## config.mk

```make
export PLATFORM = sky130hd
export DESIGN_NAME = vga_sprite_overlay_flat
export DESIGN_NICKNAME = d
export VERILOG_FILES = /design/src/rtl/vga_pkg.sv /design/src/rtl/vga_sprite_overlay_if.sv /design/src/rtl/vga_sprite_regs.sv /design/src/rtl/vga_sprite_overlay.sv /design/src/flat_wrapper.sv
export SDC_FILE = /design/constraint.sdc
export NUM_CORES = 1
export LEC_CHECK = 0
export BUFFER_PORTS_ARGS = -buffer_cell sky130_fd_sc_hd__buf_4
export CAP_MARGIN = 20
export CORE_ASPECT_RATIO = 1.75
export CORE_UTILIZATION = 40
export CTS_CLUSTER_DIAMETER = 120
export CTS_CLUSTER_SIZE = 8
export DETAILED_ROUTE_END_ITERATION = 10
export PLACE_DENSITY = 0.6
export SLEW_MARGIN = 25
export SYNTH_ARGS = -nofsm -noshare
export SYNTH_HDL_FRONTEND = slang
export SYNTH_SLANG_ARGS = --single-unit
```

## constraint.sdc

```tcl
create_clock -name clk -period 15.6 [get_ports clk]
set_input_delay 2.34 -clock clk [delete_from_list [all_inputs] [get_ports clk]]
set_output_delay 2.34 -clock clk [all_outputs]
set_load 0.03 [all_outputs]
```

## src/rtl/vga_pkg.sv

```systemverilog
// Shared constants and types for the VGA hardware sprite/cursor overlay.
package vga_pkg;

    localparam int H_ACTIVE_DEF = 640;
    localparam int V_ACTIVE_DEF = 480;
    localparam int SPR_SIZE     = 16;

    localparam logic [4:0] REG_X      = 5'h10;
    localparam logic [4:0] REG_Y      = 5'h11;
    localparam logic [4:0] REG_COL_LO = 5'h12;
    localparam logic [4:0] REG_COL_HI = 5'h13;
    localparam logic [4:0] REG_CTRL   = 5'h14;

    typedef struct packed {
        logic [9:0]  x;
        logic [9:0]  y;
        logic [23:0] colour;
        logic        enable;
    } spr_cfg_t;

    localparam spr_cfg_t SPR_CFG_RST = '{x: 10'd0, y: 10'd0, colour: 24'hFFFFFF, enable: 1'b0};

    typedef struct packed {
        logic        en;
        logic [23:0] colour;
    } pix_t;

    function automatic logic is_cfg_reg(input logic [4:0] addr);
        return (addr >= REG_X) && (addr <= REG_CTRL);
    endfunction

endpackage

```

## src/rtl/vga_sprite_overlay_if.sv

```systemverilog
// CPU-side configuration port of the sprite overlay: one write per cycle, no backpressure.
interface vga_sprite_overlay_if;

    logic        cfg_we;
    logic [4:0]  cfg_addr;
    logic [15:0] cfg_wdata;
    logic        cfg_pending;

    modport master (output cfg_we, cfg_addr, cfg_wdata, input cfg_pending);
    modport slave  (input cfg_we, cfg_addr, cfg_wdata, output cfg_pending);

endinterface

```

## src/rtl/vga_sprite_regs.sv

```systemverilog
// Sprite register file: live bitmap, shadowed position/colour/enable, frame-boundary commit.
module vga_sprite_regs
    import vga_pkg::*;
(
    input  logic                 clk,
    input  logic                 rst,
    vga_sprite_overlay_if.slave  cfg,
    input  logic                 commit,
    input  logic [3:0]           row_sel,
    output logic [15:0]          row_bits,
    output spr_cfg_t             active
);

    logic [15:0] bitmap_q [SPR_SIZE];
    logic [15:0] bitmap_d [SPR_SIZE];
    spr_cfg_t    shadow_q, shadow_d;
    spr_cfg_t    active_q, active_d;
    logic        pending_q, pending_d;

    always_comb begin
        // NOTE: every _d starts from its _q so each path assigns it; no latch can be inferred.
        bitmap_d  = bitmap_q;
        shadow_d  = shadow_q;
        active_d  = active_q;
        pending_d = pending_q;

        // Commit first so a write on the tick cycle stays pending for the next frame.
        if (commit) begin
            active_d  = shadow_q;
            pending_d = 1'b0;
        end

        if (cfg.cfg_we) begin
            if (!cfg.cfg_addr[4]) begin
                bitmap_d[cfg.cfg_addr[3:0]] = cfg.cfg_wdata;
            end
            case (cfg.cfg_addr)
                REG_X:      shadow_d.x             = cfg.cfg_wdata[9:0];
                REG_Y:      shadow_d.y             = cfg.cfg_wdata[9:0];
                REG_COL_LO: shadow_d.colour[15:0]  = cfg.cfg_wdata;
                REG_COL_HI: shadow_d.colour[23:16] = cfg.cfg_wdata[7:0];
                REG_CTRL:   shadow_d.enable        = cfg.cfg_wdata[0];
                default:    ;
            endcase
            if (is_cfg_reg(cfg.cfg_addr)) begin
                pending_d = 1'b1;
            end
        end
    end

    always_ff @(posedge clk or posedge rst) begin
        if (rst) begin
            // NOTE: the bitmap array is reset too, so a freshly reset sprite is blank rather than garbage.
            for (int i = 0; i < SPR_SIZE; i++) begin
                bitmap_q[i] <= '0;
            end
            shadow_q  <= SPR_CFG_RST;
            active_q  <= SPR_CFG_RST;
            pending_q <= 1'b0;
        end else begin
            // NOTE: non-blocking assignments keep every flop sampling pre-edge values.
            bitmap_q  <= bitmap_d;
            shadow_q  <= shadow_d;
            active_q  <= active_d;
            pending_q <= pending_d;
        end
    end

    assign row_bits        = bitmap_q[row_sel];
    assign active          = active_q;
    assign cfg.cfg_pending = pending_q;

endmodule

```

## src/rtl/vga_sprite_overlay.sv

```systemverilog
// 16x16 1bpp hardware sprite overlay: hit test on hcount/vcount, bitmap lookup, latency-matched output.
module vga_sprite_overlay
    import vga_pkg::*;
#(
    parameter int H_ACTIVE    = H_ACTIVE_DEF,
    parameter int V_ACTIVE    = V_ACTIVE_DEF,
    parameter int PIPE_STAGES = 2
) (
    input  logic                 clk,
    input  logic                 rst,
    input  logic [9:0]           hcount,
    input  logic [9:0]           vcount,
    vga_sprite_overlay_if.slave  cfg,
    output logic                 pixel_en,
    output logic [23:0]          fg_pixel
);

    spr_cfg_t    active;
    logic [15:0] row_bits;
    logic        commit;
    logic [10:0] dx, dy;
    logic        hit;
    logic        pix_bit;
    pix_t        stage0;
    pix_t        pipe_q [PIPE_STAGES];
    pix_t        pipe_d [PIPE_STAGES];

    // First cycle of vertical blanking.
    assign commit = (hcount == 10'd0) && (vcount == 10'(V_ACTIVE));

    vga_sprite_regs u_regs (
        .clk      (clk),
        .rst      (rst),
        .cfg      (cfg),
        .commit   (commit),
        .row_sel  (dy[3:0]),
        .row_bits (row_bits),
        .active   (active)
    );

    // 11-bit differences: bit 10 set means the beam is left of / above the sprite.
    assign dx = {1'b0, hcount} - {1'b0, active.x};
    assign dy = {1'b0, vcount} - {1'b0, active.y};

    assign hit = active.enable
              && !dx[10] && (dx < 11'(SPR_SIZE))
              && !dy[10] && (dy < 11'(SPR_SIZE))
              && (hcount < 10'(H_ACTIVE))
              && (vcount < 10'(V_ACTIVE));

    // Bit 15 is the leftmost pixel, and 15-n equals ~n on four bits.
    assign pix_bit = row_bits[~dx[3:0]];

    always_comb begin
        stage0.en     = hit && pix_bit;
        stage0.colour = stage0.en ? active.colour : 24'h000000;
    end

    always_comb begin
        pipe_d[0] = stage0;
        for (int i = 1; i < PIPE_STAGES; i++) begin
            pipe_d[i] = pipe_q[i-1];
        end
    end

    always_ff @(posedge clk or posedge rst) begin
        if (rst) begin
            for (int i = 0; i < PIPE_STAGES; i++) begin
                pipe_q[i] <= '0;
            end
        end else begin
            for (int i = 0; i < PIPE_STAGES; i++) begin
                pipe_q[i] <= pipe_d[i];
            end
        end
    end

    assign pixel_en = pipe_q[PIPE_STAGES-1].en;
    assign fg_pixel = pipe_q[PIPE_STAGES-1].colour;

endmodule
```

## src/flat_wrapper.sv

```systemverilog
// flat-port wrapper written by rule: the top's interface ports become plain ports
module vga_sprite_overlay_flat import vga_pkg::*;
#(
    parameter int H_ACTIVE    = H_ACTIVE_DEF,
    parameter int V_ACTIVE    = V_ACTIVE_DEF,
    parameter int PIPE_STAGES = 2
)
  (clk, rst, hcount, vcount, pixel_en, fg_pixel, cfg_cfg_we, cfg_cfg_addr, cfg_cfg_wdata, cfg_cfg_pending);
  vga_sprite_overlay_if cfg_i ();
  input  logic clk;
  input  logic rst;
  input  logic [9:0] hcount;
  input  logic [9:0] vcount;
  output logic pixel_en;
  output logic [23:0] fg_pixel;
  input wire logic [$bits(cfg_i.cfg_we)-1:0] cfg_cfg_we;
  input wire logic [$bits(cfg_i.cfg_addr)-1:0] cfg_cfg_addr;
  input wire logic [$bits(cfg_i.cfg_wdata)-1:0] cfg_cfg_wdata;
  output wire logic [$bits(cfg_i.cfg_pending)-1:0] cfg_cfg_pending;
  assign cfg_i.cfg_we = cfg_cfg_we;
  assign cfg_i.cfg_addr = cfg_cfg_addr;
  assign cfg_i.cfg_wdata = cfg_cfg_wdata;
  assign cfg_cfg_pending = cfg_i.cfg_pending;
  vga_sprite_overlay #(.H_ACTIVE(H_ACTIVE), .V_ACTIVE(V_ACTIVE), .PIPE_STAGES(PIPE_STAGES)) u_core (.clk(clk), .rst(rst), .hcount(hcount), .vcount(vcount), .cfg(cfg_i), .pixel_en(pixel_en), .fg_pixel(fg_pixel));
endmodule
```

; Word-level counts from Yosys, hierarchy flattened
; Index checks and enable logic that the tools add are counted.
[classes]
addsub = 2
magnitude_cmp = 10
eq_ne = 6
n_mux = 12
bitwise = 4
reduce_logical = 19
[op_table]
columns = cell, count
row1 = $bwmux 256, 1
row2 = $bmux 16 s4, 1
row3 = $demux 16 s4, 1
row4 = $mux 16, 3
row5 = $eq 5x5->1 const B, 5
row6 = $mux 24, 1
row7 = $lt 11x5->1 const B, 2
row8 = $sub 10x10->11, 2
row9 = $ge 5x5->1 const B, 3
row10 = $reduce_and 2->1, 6
row11 = $eq 10x9->1 const B, 1
row12 = $logic_and 1x1->1, 10
row13 = $logic_not 10->1, 1
row14 = $lt 10x10->1 const B, 1
row15 = $lt 10x9->1 const B, 1
row16 = $not 4->5, 2
row17 = $le 5x5->1 const B, 1
row18 = $lt 4x5->1 const B, 1
row19 = $lt 5x1->1 const B, 1
row20 = $bmux 1 s4, 1
row21 = $mux 1, 4
row22 = $not 4->4, 1
row23 = $logic_not 1->1, 2
row24 = $not 1->1, 1
[word_totals]
reg_bits = 397

; Depth between registers and ports, before layout
; Gate-level depths: netlist (run 1).
[logic_depth]
word_depth = 10
mapped_depth = 14

; Modules after synthesis
; From an unflattened synthesis (run 1), not the netlist that was laid out.
[hier_totals]
hier_cells = 1212
area_unflattened_um2 = 18161.2
[by_module_without_submodules]
columns = mod, instances, cells_per_inst, area_per_inst_um2
row1 = vga_sprite_regs, 1, 922, 15295.9
row2 = vga_sprite_overlay, 1, 290, 2865.2

; Worst setup path after synthesis (run 1)
; Ideal clock, no wire load.
[synth_timing]
kind = input to register
start = input port vcount[0]
end = register u_core.pipe_q, in the netlist u_core.pipe_d[10]
arrival_time_ps = 5028
path_slack_ps = 10427
path_stages = 12
path_buffers = 3
path_cell_list = inv_1 > ha_1 > inv_1 > fa_1 > buf_2 > buf_2 > mux4_2 > a2111oi_0 > nor4_1 > o32ai_4 > buf_8 > nor4_2
[synth_rtl]
columns = item, line_no
row1 = "start, declared", flat_wrapper.sv:13  ; input logic [9:0] vcount;
row2 = "end signal, assigned by index", vga_sprite_overlay.sv:73  ; pipe_q[i] <= pipe_d[i];
row3 = "end, declared", vga_sprite_overlay.sv:25  ; pix_t pipe_q [PIPE_STAGES];

==> out/results.ini, run 1 <==
[cts]
cts-root-buf=clkbuf_16
clockBufferDepth=3
cts_tree=yes
hold_buffers=0
clk_latency_ns=0.59
clkSinkCount=397
ctsHtreeMaxLevel=2
cts_resized=0
clkTransAtPathRegs_ns=0.06
cts_setup_buffers=0
numCtsBuffers=55

[synthesis]
synthTopCellsByArea=dfrtp_1 47%, mux2_2 21%, dfstp_2 6.8%
yosysTopAreaCell=dfrtp_1
yosys.area_share.adder_pct=1.56
ys_seq_area_share_pct=53.8
synth_compound_area_share_pct=6.13
synth_warnings=0
synth_top_family_by_area=multiplexers
synth-seq-cells=397
synth_edf_count=0
synth.distinct_cells=84
synth_xor_area_share_pct=0.472
synthSimpleGateAreaFrac_pct=6.15
syn_inst=1302
syn-num-nets=1368
synth_top_area_share_pct=47.0
synth_flop_cell=dfrtp_1
synth_mux_area_share_pct=28.4
synth_area_um2=18600
async_reset_ff_share_pct=100
syn_area_per_cell_um2=14.3

[power]
ir_drop_mv=0.0887
p_leak_nw=9.24
finalPower_mw=2.73
power_density_nw_per_um2=129

[grt]
grt_util_all_layers_pct=20.7
grt_pass1_wl_um=73300
grt_pass1_vias=12231
antenna_found_initial=0
grt_max_degree=113
grt_overflow=0

[drt]
first_iter_violations=611
via_count=11327
wl_per_cell_um=23.8
drcViolationCount=0
routed_wl_um=46900
dr.pass1.iters=5
ant_nets=0
vias_per_cell=5.74

[sta]
hold_viol_final=0
fin_setup_tns_ns=0
period_share_pct=38.2
fmax_mhz=168
fin_crit_ns=5.95
slew_headroom_pct=29.8
slew_viol_final=0
worst_clock_skew_ns=0.0227
rsz0062_at_grt=false
tightestPinTransition_ns=1.05
setup_viol=0

[final_layout]
drive_above_1_share_pct=47.6
antenna_cells=0
postLayoutCoreUtil_pct=46.1
final_nets=1421
syn_to_final_growth_pct=14.0

[floorplanning]
rows=104
dieArea_um2=47300
die_w_um=165
core_area_um2=45900
ioPinCount=70
die_h_um=287
initial_core_util_pct=40.4

[setup_path]
rrSetupSlack_ns=11.23
critPathRequiredTime_ns=16.05
r2r_start=u_core.u_regs.active[25]
crit_type=in2reg
reg2reg_to=u_core.pipe_d[1]
arrival_ns=6.41
worst-r2r-cell-count=11
path_max_fanout=60
worst_setup_path_end_kind=register
critPathLaunchType=input port

[placement]
dp_hpwl_um=30900
place_congestion=0.847
numPortBuffers=69

[hold_path]
min_to=u_core.fg_pixel[14]
hold_depth=0
hold_path_class=reg2reg
min-delay-start=u_core.pipe_d[14]

[outcome]
status=finished clean

[run]
maxCapViolations=0

[per-stage QoR]
| stage | instances | setup WS [ns] | hold slack (ns) | cell area [um2] |
|---|---|---|---|---|
| after floorplan | 1302 | 2.30 | 0.331 | 18600 |
| after global placement | 1881 | 9.06 | 0.331 | 19600 |
| after detailed placement | 1881 | 9.02 | 0.335 | 19600 |
| after CTS | 1974 | 9.65 | 0.347 | 21200 |
| after global routing | 1974 | 9.49 | 0.349 | 21200 |
| final | 1974 | 9.65 | 0.345 | 21200 |
[worst max-delay path by stage]
stage / slack (ns) / end / cells after the start / start
floorplan: 2.30 / u_core.fg_pixel[0] / 1 / rst
global placement: 9.06 / u_core.pipe_d[0] / 13 / vcount[0]
detailed placement: 9.02 / u_core.pipe_d[1] / 13 / vcount[0]
CTS: 9.65 / u_core.pipe_d[1] / 13 / vcount[0]
global route: 9.49 / u_core.pipe_d[2] / 13 / vcount[0]
finish: 9.65 / u_core.pipe_d[1] / 13 / vcount[0]
[layout by cell type, fill, tap and decap left out, drive strengths merged, types with 3 or more instances in the layout]
| cell | instances |
|---|---|
| nand3b | 4 |
| nor2 | 18 |
| nand2b | 5 |
| dfstp | 48 |
| xor2 | 5 |
| mux4 | 56 |
| a21o | 6 |
| nor2b | 11 |
| a2111oi | 7 |
| and2 | 5 |
| ha | 20 |
| mux2i | 12 |
| a21boi | 24 |
| a21oi | 16 |
| nor4 | 32 |
| o211ai | 3 |
| buf | 99 |
| o21ai | 13 |
| inv | 31 |
| a31oi | 5 |
| and3 | 9 |
| nand4 | 9 |
| clkinv | 3 |
| a211o | 6 |
| o21a | 4 |
| dfrtp | 349 |
| nor3 | 5 |
| a211oi | 5 |
| o2111ai | 26 |
| clkbuf | 89 |
| nand3 | 15 |
| mux2 | 346 |
| nand2 | 59 |
[registers in the layout (all words and copies together) (netlist names)]
signal                         cells
u_core.pipe_d                     25
u_core.pixel_en                    1
u_core.u_regs.shadow_q            45
u_core.u_regs.bitmap_q           256
u_core.fg_pixel                   24
u_core.u_regs.active              45
u_core.u_regs.cfg.cfg_pending      1
[Yosys cell counts, drive strengths merged, types with 3 or more instances]
library cell and number:
dfrtp 349, mux2 346, clkbuf 68, nand2 59, mux4 56, dfstp 48, buf 35, nor4 32
inv 30, o2111ai 26, a21boi 24, ha 20, nor2 18, a21oi 16, nand3 15, o21ai 13
mux2i 12, nor2b 11, and3 9, nand4 9, a2111oi 7, a211o 6, a21o 6, a211oi 5
a31oi 5, and2 5, nand2b 5, nor3 5, xor2 5, nand3b 4, o21a 4, o211ai 3
[report_power, final]
| group | total (mW) | internal [mW] | switching [mW] |
|---|---|---|---|
| Clock | 1.09 | 0.652 | 0.439 |
| Sequential | 1.27 | 1.19 | 0.0751 |
| Combinational | 0.368 | 0.202 | 0.166 |
[layer usage]
metal | vias up | track usage (%) | share of wire, %
li1 | 4948 | - | -
met1 | 6007 | 22.8 | 37
met2 | 257 | 38.9 | 55
met3 | 115 | 2.54 | 3.4
met4 | 0 | 9.17 | 4.1
met5 | - | 0 | 0
[cell families after synthesis]
logic type | Yosys count
multiplexers | 414
flip-flops | 397
AND/OR/NAND/NOR | 187
AO/OA/AOI/OAI | 142
buffers and inverters | 133
adder cells (fa/ha/maj) | 22
XOR/XNOR | 7
[critical path: stages]
cell and delay, ns:
buf_4 0.12, inv_1 0.09, ha_4 0.15, inv_1 0.05, fa_2 0.53, buf_4 0.74
mux4_2 0.41, and2_1 0.16, a2111oi_0 0.84, nor4_1 0.17, o32ai_4 0.24, buf_4 0.39
nor4_1 0.11
[cell type report]
| cell class | instances | area [um2] |
|---|---|---|
| tap | 583 | 729 |
| sequential | 397 | 9990 |
| clock buffer | 89 | 1500 |
| timing repair buffer | 99 | 747 |
| clock inverter | 4 | 57.6 |
| inverter | 30 | 120 |
| multi-input combinational | 772 | 8020 |
| fill | 4095 | 24800 |
No activity file was read; power rests on OpenSTA's default activity.
==> inputs of run 2 (changes only) <==
==> constraint.sdc (replaced) <==
create_clock -name clk -period 5.8 [get_ports clk]
set_input_delay 0.87 -clock clk [delete_from_list [all_inputs] [get_ports clk]]
set_output_delay 0.87 -clock clk [all_outputs]
set_load 0.03 [all_outputs]
==> run 2 against run 1 <==
Effect of this change: routed wire length grew 1.1%; first-iteration DRC count grew 28%; clock-buffer cell count shrank 1; flip-flop and latch count is the same; die area is the same; final cell count grew 0.56%; sequential power grew to 2.7 times the previous value; global-route usage grew 0.21 points; total power grew to 2.7 times the previous value; sequential share of layout area shrank 0.27 points; worst hold slack lost 0.10 ns; via count shrank 0.20%; largest cell class unchanged; largest power group unchanged; highest routed layer unchanged.
==> out/results.ini, run 2 (synthesized netlist as in run 1, its figures left out) <==
[outcome]
status=finished clean  ; unchanged

[sta]
setup_ws_ns=1.94  ; was 9.65 ns
tightestPinTransition_ns=0.931  ; was 1.05 ns
worst_clock_skew_ns=0.0236  ; was 0.0227 ns
fin_setup_tns_ns=0  ; unchanged
fmax_mhz=259
fin_crit_ns=3.86
slew_viol_final=0  ; unchanged
slew_headroom_pct=38.0  ; was 29.8%
rsz0062_at_grt=false  ; unchanged
hold_viol_final=0  ; unchanged
period_share_pct=66.5
setup_viol=0  ; unchanged
whs_ns=0.241  ; was 0.345 ns

[final_layout]
regMostFlops=u_core.u_regs.bitmap_q  ; unchanged
antenna_cells=0  ; unchanged
nFillCells=4079  ; was 4095
final_cell_mix=349 x dfrtp_1, 346 x mux2_2, 106 x buf_4, 57 x nand2_1  ; was 349 x dfrtp_1, 346 x mux2_2, 98 x buf_4, 55 x mux4_2, 55 x clkbuf_16
final_cell_area_um2=21300  ; was 21200 um2
drive_above_1_share_pct=47.8  ; was 47.6%
syn_to_final_growth_pct=14.7  ; was 14.0%
largest_register_ffs=256  ; unchanged
final_common_cell=dfrtp_1  ; unchanged
final_nets=1433  ; was 1421

[drt]
wl_per_cell_um=23.9  ; was 23.8 um
routed_wl_um=47400  ; was 46900 um
ant_nets=0  ; unchanged
first_iter_violations=780  ; was 611
via_count=11304  ; was 11327
vias_per_cell=5.69  ; was 5.74
dr.pass1.iters=5  ; unchanged
drcViolationCount=0  ; unchanged

[setup_path]
worst_setup_path_end_kind=register  ; unchanged
path_max_fanout=31  ; was 60
critPathLaunchType=input port  ; unchanged
crit_chain=buf_4 > inv_1 > ha_4 > buf_12 > mux4_2 > a2111oi_0 > nor4_1 > o32ai_4 > buf_4 > nor4_2  ; was buf_4 > inv_1 > ha_4 > inv_1 > fa_2 > buf_4 > mux4_2 > and2_1 > a2111oi_0 > nor4_1 > o32ai_4 > buf_4 > nor4_1
crit_type=in2reg  ; unchanged
cp_top_family=compound AO/OA/AOI/OAI gates  ; was buffers and inverters
r2r_start=u_core.u_regs.active[25]  ; unchanged
worst_path_max_delay_cell=ha_4  ; was a2111oi_0
arrival_ns=4.30  ; was 6.41 ns
critPathRequiredTime_ns=6.25  ; was 16.05 ns
cpPeakStageDelay_ns=0.73  ; was 0.84 ns
startpoint=vcount[0]  ; unchanged
cpMostUsedCell=buf_4  ; unchanged
path_buf_inv=4  ; was 5

[grt]
grt_pass1_vias=12041  ; was 12231
grt_overflow=0  ; unchanged
grt_pass1_wl_um=73300  ; about the same
antenna_found_initial=0  ; unchanged
grt_max_degree=144  ; was 113
grt_util_all_layers_pct=20.9  ; was 20.7%

[cts]
clk_latency_ns=0.58  ; was 0.59 ns
hold_buffers=0  ; unchanged
clkTransAtPathRegs_ns=0.06  ; about the same
cts_resized=0  ; unchanged
clockBufferDepth=3  ; unchanged
cts-root-buf=clkbuf_16  ; unchanged
clkSinkCount=397  ; unchanged
numCtsBuffers=55  ; unchanged
cts_setup_buffers=0  ; unchanged
ctsHtreeMaxLevel=2  ; unchanged
cts_tree=yes  ; unchanged

[power]
power_density_nw_per_um2=346  ; was 129 nW/um2
ir_drop_mv=0.313  ; was 0.0887 mV
p_leak_nw=9.30  ; was 9.24 nW

[hold_path]
hold_path_class=in2async  ; was reg2reg

[floorplanning]
dieArea_um2=47300  ; unchanged
ioPinCount=70  ; unchanged
die_w_um=165  ; unchanged
die_h_um=287  ; unchanged
rows=104  ; unchanged
core_area_um2=45900  ; unchanged
initial_core_util_pct=40.4  ; unchanged

[placement]
dp_slack_ns=1.28  ; was 9.02 ns
dpl_cell_area_um2=19700  ; was 19600 um2
dp_hpwl_um=31600  ; was 30900 um
numPortBuffers=69  ; unchanged
place_congestion=0.911  ; was 0.847

[run]
maxCapViolations=0  ; unchanged

run 2: changes by cell type in the layout (fill, tap and decap cells not counted), sizes merged:
cell      change
buf          +12
clkbuf        -1
clkinv        -1
clkinvlp      +1
run 2: final timing paths:
kind / cells after the start / endpoint / slack, ns
setup / recovery: 10 / u_core.pipe_d[10] / 1.94
hold / removal: 2 / u_core.u_regs.bitmap_q[235] / 0.24
setup reg to reg: 8 / u_core.pipe_d[10] / 2.00
hold reg to reg: 0 / u_core.fg_pixel[7] / 0.34
max in group asynchronous: 3 / u_core.u_regs.bitmap_q[4] / 4.47
min in group clk: 0 / u_core.fg_pixel[7] / 0.34
run 2: power by group:
group | total [mW] | internal [mW] | leakage, nW | switching [mW]
Clock | 2.91 | 1.75 | 0.741 | 1.16
Combinational | 1.03 | 0.552 | 3.52 | 0.477
Sequential | 3.42 | 3.21 | 5.04 | 0.209
run 2: metrics by stage:
step / instances / power [mW] / util (%)
floorplan: 1302 / 4.17 / -
global placement: 1892 / 4.45 / 43.0
detailed placement: 1893 / 4.50 / 43.0
CTS: 1985 / 7.45 / 46.4
global route: 1985 / 7.67 / 46.4
finish: 1985 / 7.36 / 46.4
run 2: routing by layer:
| metal | up-vias | global-route usage, % | wire, um |
|---|---|---|---|
| met5 | - | 0 | 0 |
| met4 | 0 | 8.74 | 1780 |
| met3 | 97 | 3.13 | 1830 |
| met2 | 294 | 38.4 | 25900 |
| met1 | 5937 | 23.6 | 17900 |
| li1 | 4976 | - | - |
run 2: layout make-up:
class | instances | area (um2) | share of cell area, %
clock buffer | 88 | 1500 | 7.04
sequential | 397 | 9990 | 46.9
tap | 583 | 729 | 3.43
clock inverter | 4 | 52.6 | 0.247
timing repair buffer | 111 | 887 | 4.17
multi-input combinational | 772 | 8020 | 37.6
inverter | 30 | 116 | 0.546
run 2: worst reg2reg max path, stage by stage, from the launching register on:
cell       delay, ns
dfrtp_1         0.41
ha_4            0.74
buf_12          0.33
mux4_2          0.59
a2111oi_0       0.67
nor4_1          0.17
o32ai_4         0.27
buf_4           0.40
nor4_2          0.12
==> inputs of run 3 (changes only) <==
--- a/config.mk
+++ b/config.mk
@@ -5,6 +5,7 @@
 export SDC_FILE = /design/constraint.sdc
 export NUM_CORES = 1
 export LEC_CHECK = 0
+export ABC_AREA = 1
 export BUFFER_PORTS_ARGS = -buffer_cell sky130_fd_sc_hd__buf_4
 export CAP_MARGIN = 20
 export CORE_ASPECT_RATIO = 1.75
==> constraint.sdc (replaced) <==
create_clock -name clk -period 3.8 [get_ports clk]
set_input_delay 0.57 -clock clk [delete_from_list [all_inputs] [get_ports clk]]
set_output_delay 0.57 -clock clk [all_outputs]
set_load 0.03 [all_outputs]
==> run 3 against run 2 <==
Effect of this change: sequential power grew 52%; die area shrank 4.3%; worst setup slack lost 1.2 ns; largest cell class unchanged; worst hold slack lost 0.12 ns; clock power grew 52%; synthesized cell count grew 66%; register-to-register slack lost 1.2 ns; design area shrank 4.3%; largest power group unchanged.
==> out/results.ini, run 3 <==
[setup_path]
crit_type=reg2reg  ; was in2reg
endpoint=u_core.pipe_d[1]  ; was u_core.pipe_d[10]
worst_path_max_delay_cell=fa_2  ; was ha_4
arrival_ns=3.49  ; was 4.30 ns
crit_chain=ha_4 > inv_1 > fa_2 > inv_2 > buf_12 > nand3_1 > nand2_1 > nand2_1 > nand3_1 > nand3_1 > nand3_1 > nand3_1 > nand2_1 > nand2_1 > nand3_2 > buf_12 > nor2_1  ; was buf_4 > inv_1 > ha_4 > buf_12 > mux4_2 > a2111oi_0 > nor4_1 > o32ai_4 > buf_4 > nor4_2
worst-r2r-cell-count=17  ; was 8
rrSetupSlack_ns=0.77  ; was 2.00 ns
worst_setup_path_end_kind=register  ; unchanged
cpMostUsedCell=nand3_1  ; was buf_4
reg2reg_to=u_core.pipe_d[1]  ; was u_core.pipe_d[10]
r2r_start=u_core.u_regs.active[25]  ; unchanged
cpPeakStageDelay_ns=0.50  ; was 0.73 ns
critPathLaunchType=register  ; was input port
critPathRequiredTime_ns=4.27  ; was 6.25 ns
startpoint=u_core.u_regs.active[25]  ; was vcount[0]
path_max_fanout=41  ; was 31

[synthesis]
syn_area_per_cell_um2=8.22  ; was 14.3 um2
yosysTopAreaCell=dfrtp_1  ; unchanged
syn_inst=2160  ; was 1302
synth_edf_count=0  ; unchanged
synth-seq-cells=397  ; unchanged
syn-num-nets=2226  ; was 1368
synth.distinct_cells=29  ; was 84
async_reset_ff_share_pct=100  ; unchanged
ys_top_cells_by_count=797 x nand2_1, 354 x o21ai_0, 349 x dfrtp_1, 215 x nand3_1, 147 x inv_1  ; was 349 x dfrtp_1, 346 x mux2_2, 68 x clkbuf_1, 58 x nand2_1, 55 x mux4_2
synth_flop_cell=dfrtp_1  ; unchanged
yosysMostFrequentCell=nand2_1  ; was dfrtp_1
synth_area_um2=17800  ; was 18600 um2
synth_warnings=0  ; unchanged
synth_top_area_share_pct=49.2  ; was 47.0%
ys_seq_area_share_pct=56.3  ; was 53.8%
synthTopCellsByArea=dfrtp_1 49%, nand2_1 17%, o21ai_0 10%  ; was dfrtp_1 47%, mux2_2 21%, dfstp_2 6.8%

[hold_path]
hold_path_class=in2async  ; unchanged

[floorplanning]
ioPinCount=70  ; unchanged
core_area_um2=43600  ; was 45900 um2
die_h_um=281  ; was 287 um
initial_core_util_pct=40.7  ; was 40.4%
die_w_um=161  ; was 165 um
rows=101  ; was 104
dieArea_um2=45300  ; was 47300 um2

[cts]
cts-root-buf=clkbuf_16  ; unchanged
ctsHtreeMaxLevel=2  ; unchanged
cts_tree=yes  ; unchanged
hold_buffers=0  ; unchanged
clkTransAtPathRegs_ns=0.05  ; was 0.06 ns
cts_setup_buffers=0  ; unchanged
numCtsBuffers=55  ; unchanged
clkSinkCount=397  ; unchanged
clockBufferDepth=3  ; unchanged
clk_latency_ns=0.59  ; was 0.58 ns
cts_resized=0  ; unchanged

[drt]
dr.pass1.iters=5  ; unchanged
routed_wl_um=48900  ; was 47400 um
ant_nets=0  ; unchanged
wl_per_cell_um=17.6  ; was 23.9 um
via_count=14299  ; was 11304
first_iter_violations=1152  ; was 780
drcViolationCount=0  ; unchanged
vias_per_cell=5.15  ; was 5.69

[sta]
rsz0062_at_grt=false  ; unchanged
slew_viol_final=0  ; unchanged
slew_headroom_pct=42.7  ; was 38.0%
tightestPinTransition_ns=0.858  ; was 0.931 ns
fmax_mhz=330
worst_clock_skew_ns=0.0384  ; was 0.0236 ns
period_share_pct=79.6
hold_viol_final=0  ; unchanged
fin_setup_tns_ns=0  ; unchanged
whs_ns=0.122  ; was 0.241 ns
setup_ws_ns=0.774  ; was 1.94 ns
setup_viol=0  ; unchanged
fin_crit_ns=3.03

[run]
maxCapViolations=0  ; unchanged

[final_layout]
largest_register_ffs=256  ; unchanged
drive_above_1_share_pct=11.0  ; was 47.8%
regMostFlops=u_core.u_regs.bitmap_q  ; unchanged
final_cell_mix=797 x nand2_1, 354 x o21ai_0, 349 x dfrtp_1, 215 x nand3_1, 145 x inv_1  ; was 349 x dfrtp_1, 346 x mux2_2, 106 x buf_4, 57 x nand2_1
final_cell_area_um2=20400  ; was 21300 um2
finalNonFillerCells=2774  ; was 1985
final_common_cell=nand2_1  ; was dfrtp_1
postLayoutCoreUtil_pct=46.7  ; was 46.4%
final_nets=2248  ; was 1433
syn_to_final_growth_pct=14.8  ; was 14.7%

[placement]
dp.cells=2691  ; was 1893
place_congestion=0.854  ; was 0.911
dp_hpwl_um=30300  ; was 31600 um
dpl_cell_area_um2=18800  ; was 19700 um2
dp_slack_ns=0.378  ; was 1.28 ns
numPortBuffers=69  ; unchanged

[power]
finalPower_mw=10.9  ; was 7.36 mW
p_leak_nw=9.61  ; was 9.30 nW
power_density_nw_per_um2=537  ; was 346 nW/um2
ir_drop_mv=0.355  ; was 0.313 mV

[grt]
grt_max_degree=129  ; was 144
grt_overflow=0  ; unchanged
grt_pass1_vias=14304  ; was 12041
grt_pass1_wl_um=78500  ; was 73300 um
grt_util_all_layers_pct=22.4  ; was 20.9%
antenna_found_initial=0  ; unchanged

[outcome]
status=finished clean  ; unchanged

run 3: logic make-up (layout without fill, tap and decap cells):
family,after synthesis,after routing,synth area share (%)
adder cells (fa/ha/maj),22,22,1.63
flip-flops,397,397,56.3
XOR/XNOR,8,8,0.395
other,0,1,0
AO/OA/AOI/OAI,370,370,10.5
buffers and inverters,290,337,6.48
AND/OR/NAND/NOR,1073,1073,24.7
run 3: area by class of cell:
cell class | count | area, um2
fillers | 4270 | 23200
clock buffers | 79 | 1490
flip-flops and latches | 397 | 9990
multi-input cells | 1473 | 6640
inverters | 149 | 564
clock inverters | 3 | 51.3
diodes | 1 | 2.50
well taps | 566 | 708
repair buffers | 106 | 933
run 3: worst max-delay path: cells and delay by family (launching register included):
kind | cells | cell delay [ns]
AND/OR/NAND/NOR | 11 | 1.18
buffers and inverters | 4 | 0.63
flip-flops | 1 | 0.41
adder cells (fa/ha/maj) | 2 | 0.67
run 3: worst min-delay path by stage:
stage          cells after the start                   to         startpoint  slack, ns
2_1_floorplan                      0   u_core.fg_pixel[0]   u_core.pipe_d[0]       0.33
3_3_place_gp                       0   u_core.fg_pixel[7]   u_core.pipe_d[7]       0.33
3_5_place_dp                       0  u_core.fg_pixel[14]  u_core.pipe_d[14]       0.33
4_1_cts                            2     u_core.pipe_d[0]                rst       0.11
5_1_grt                            2     u_core.pipe_d[0]                rst       0.15
6_report                           2   u_core.fg_pixel[0]                rst       0.12
run 3: routing by layer:
layer / up-vias / track usage (%) / wire length [um]
met5: - / 0 / 0
li1: 6935 / - / -
met1: 6830 / 25.5 / 19000
met4: 0 / 11.7 / 2480
met3: 135 / 2.61 / 2030
met2: 399 / 40.8 / 25400
run 3: report_power, final:
| group | switching [mW] | internal [mW] |
|---|---|---|
| clock network | 1.76 | 2.67 |
| registers | 0.320 | 4.87 |
| logic | 0.826 | 0.508 |
| total | 2.91 | 8.04 |
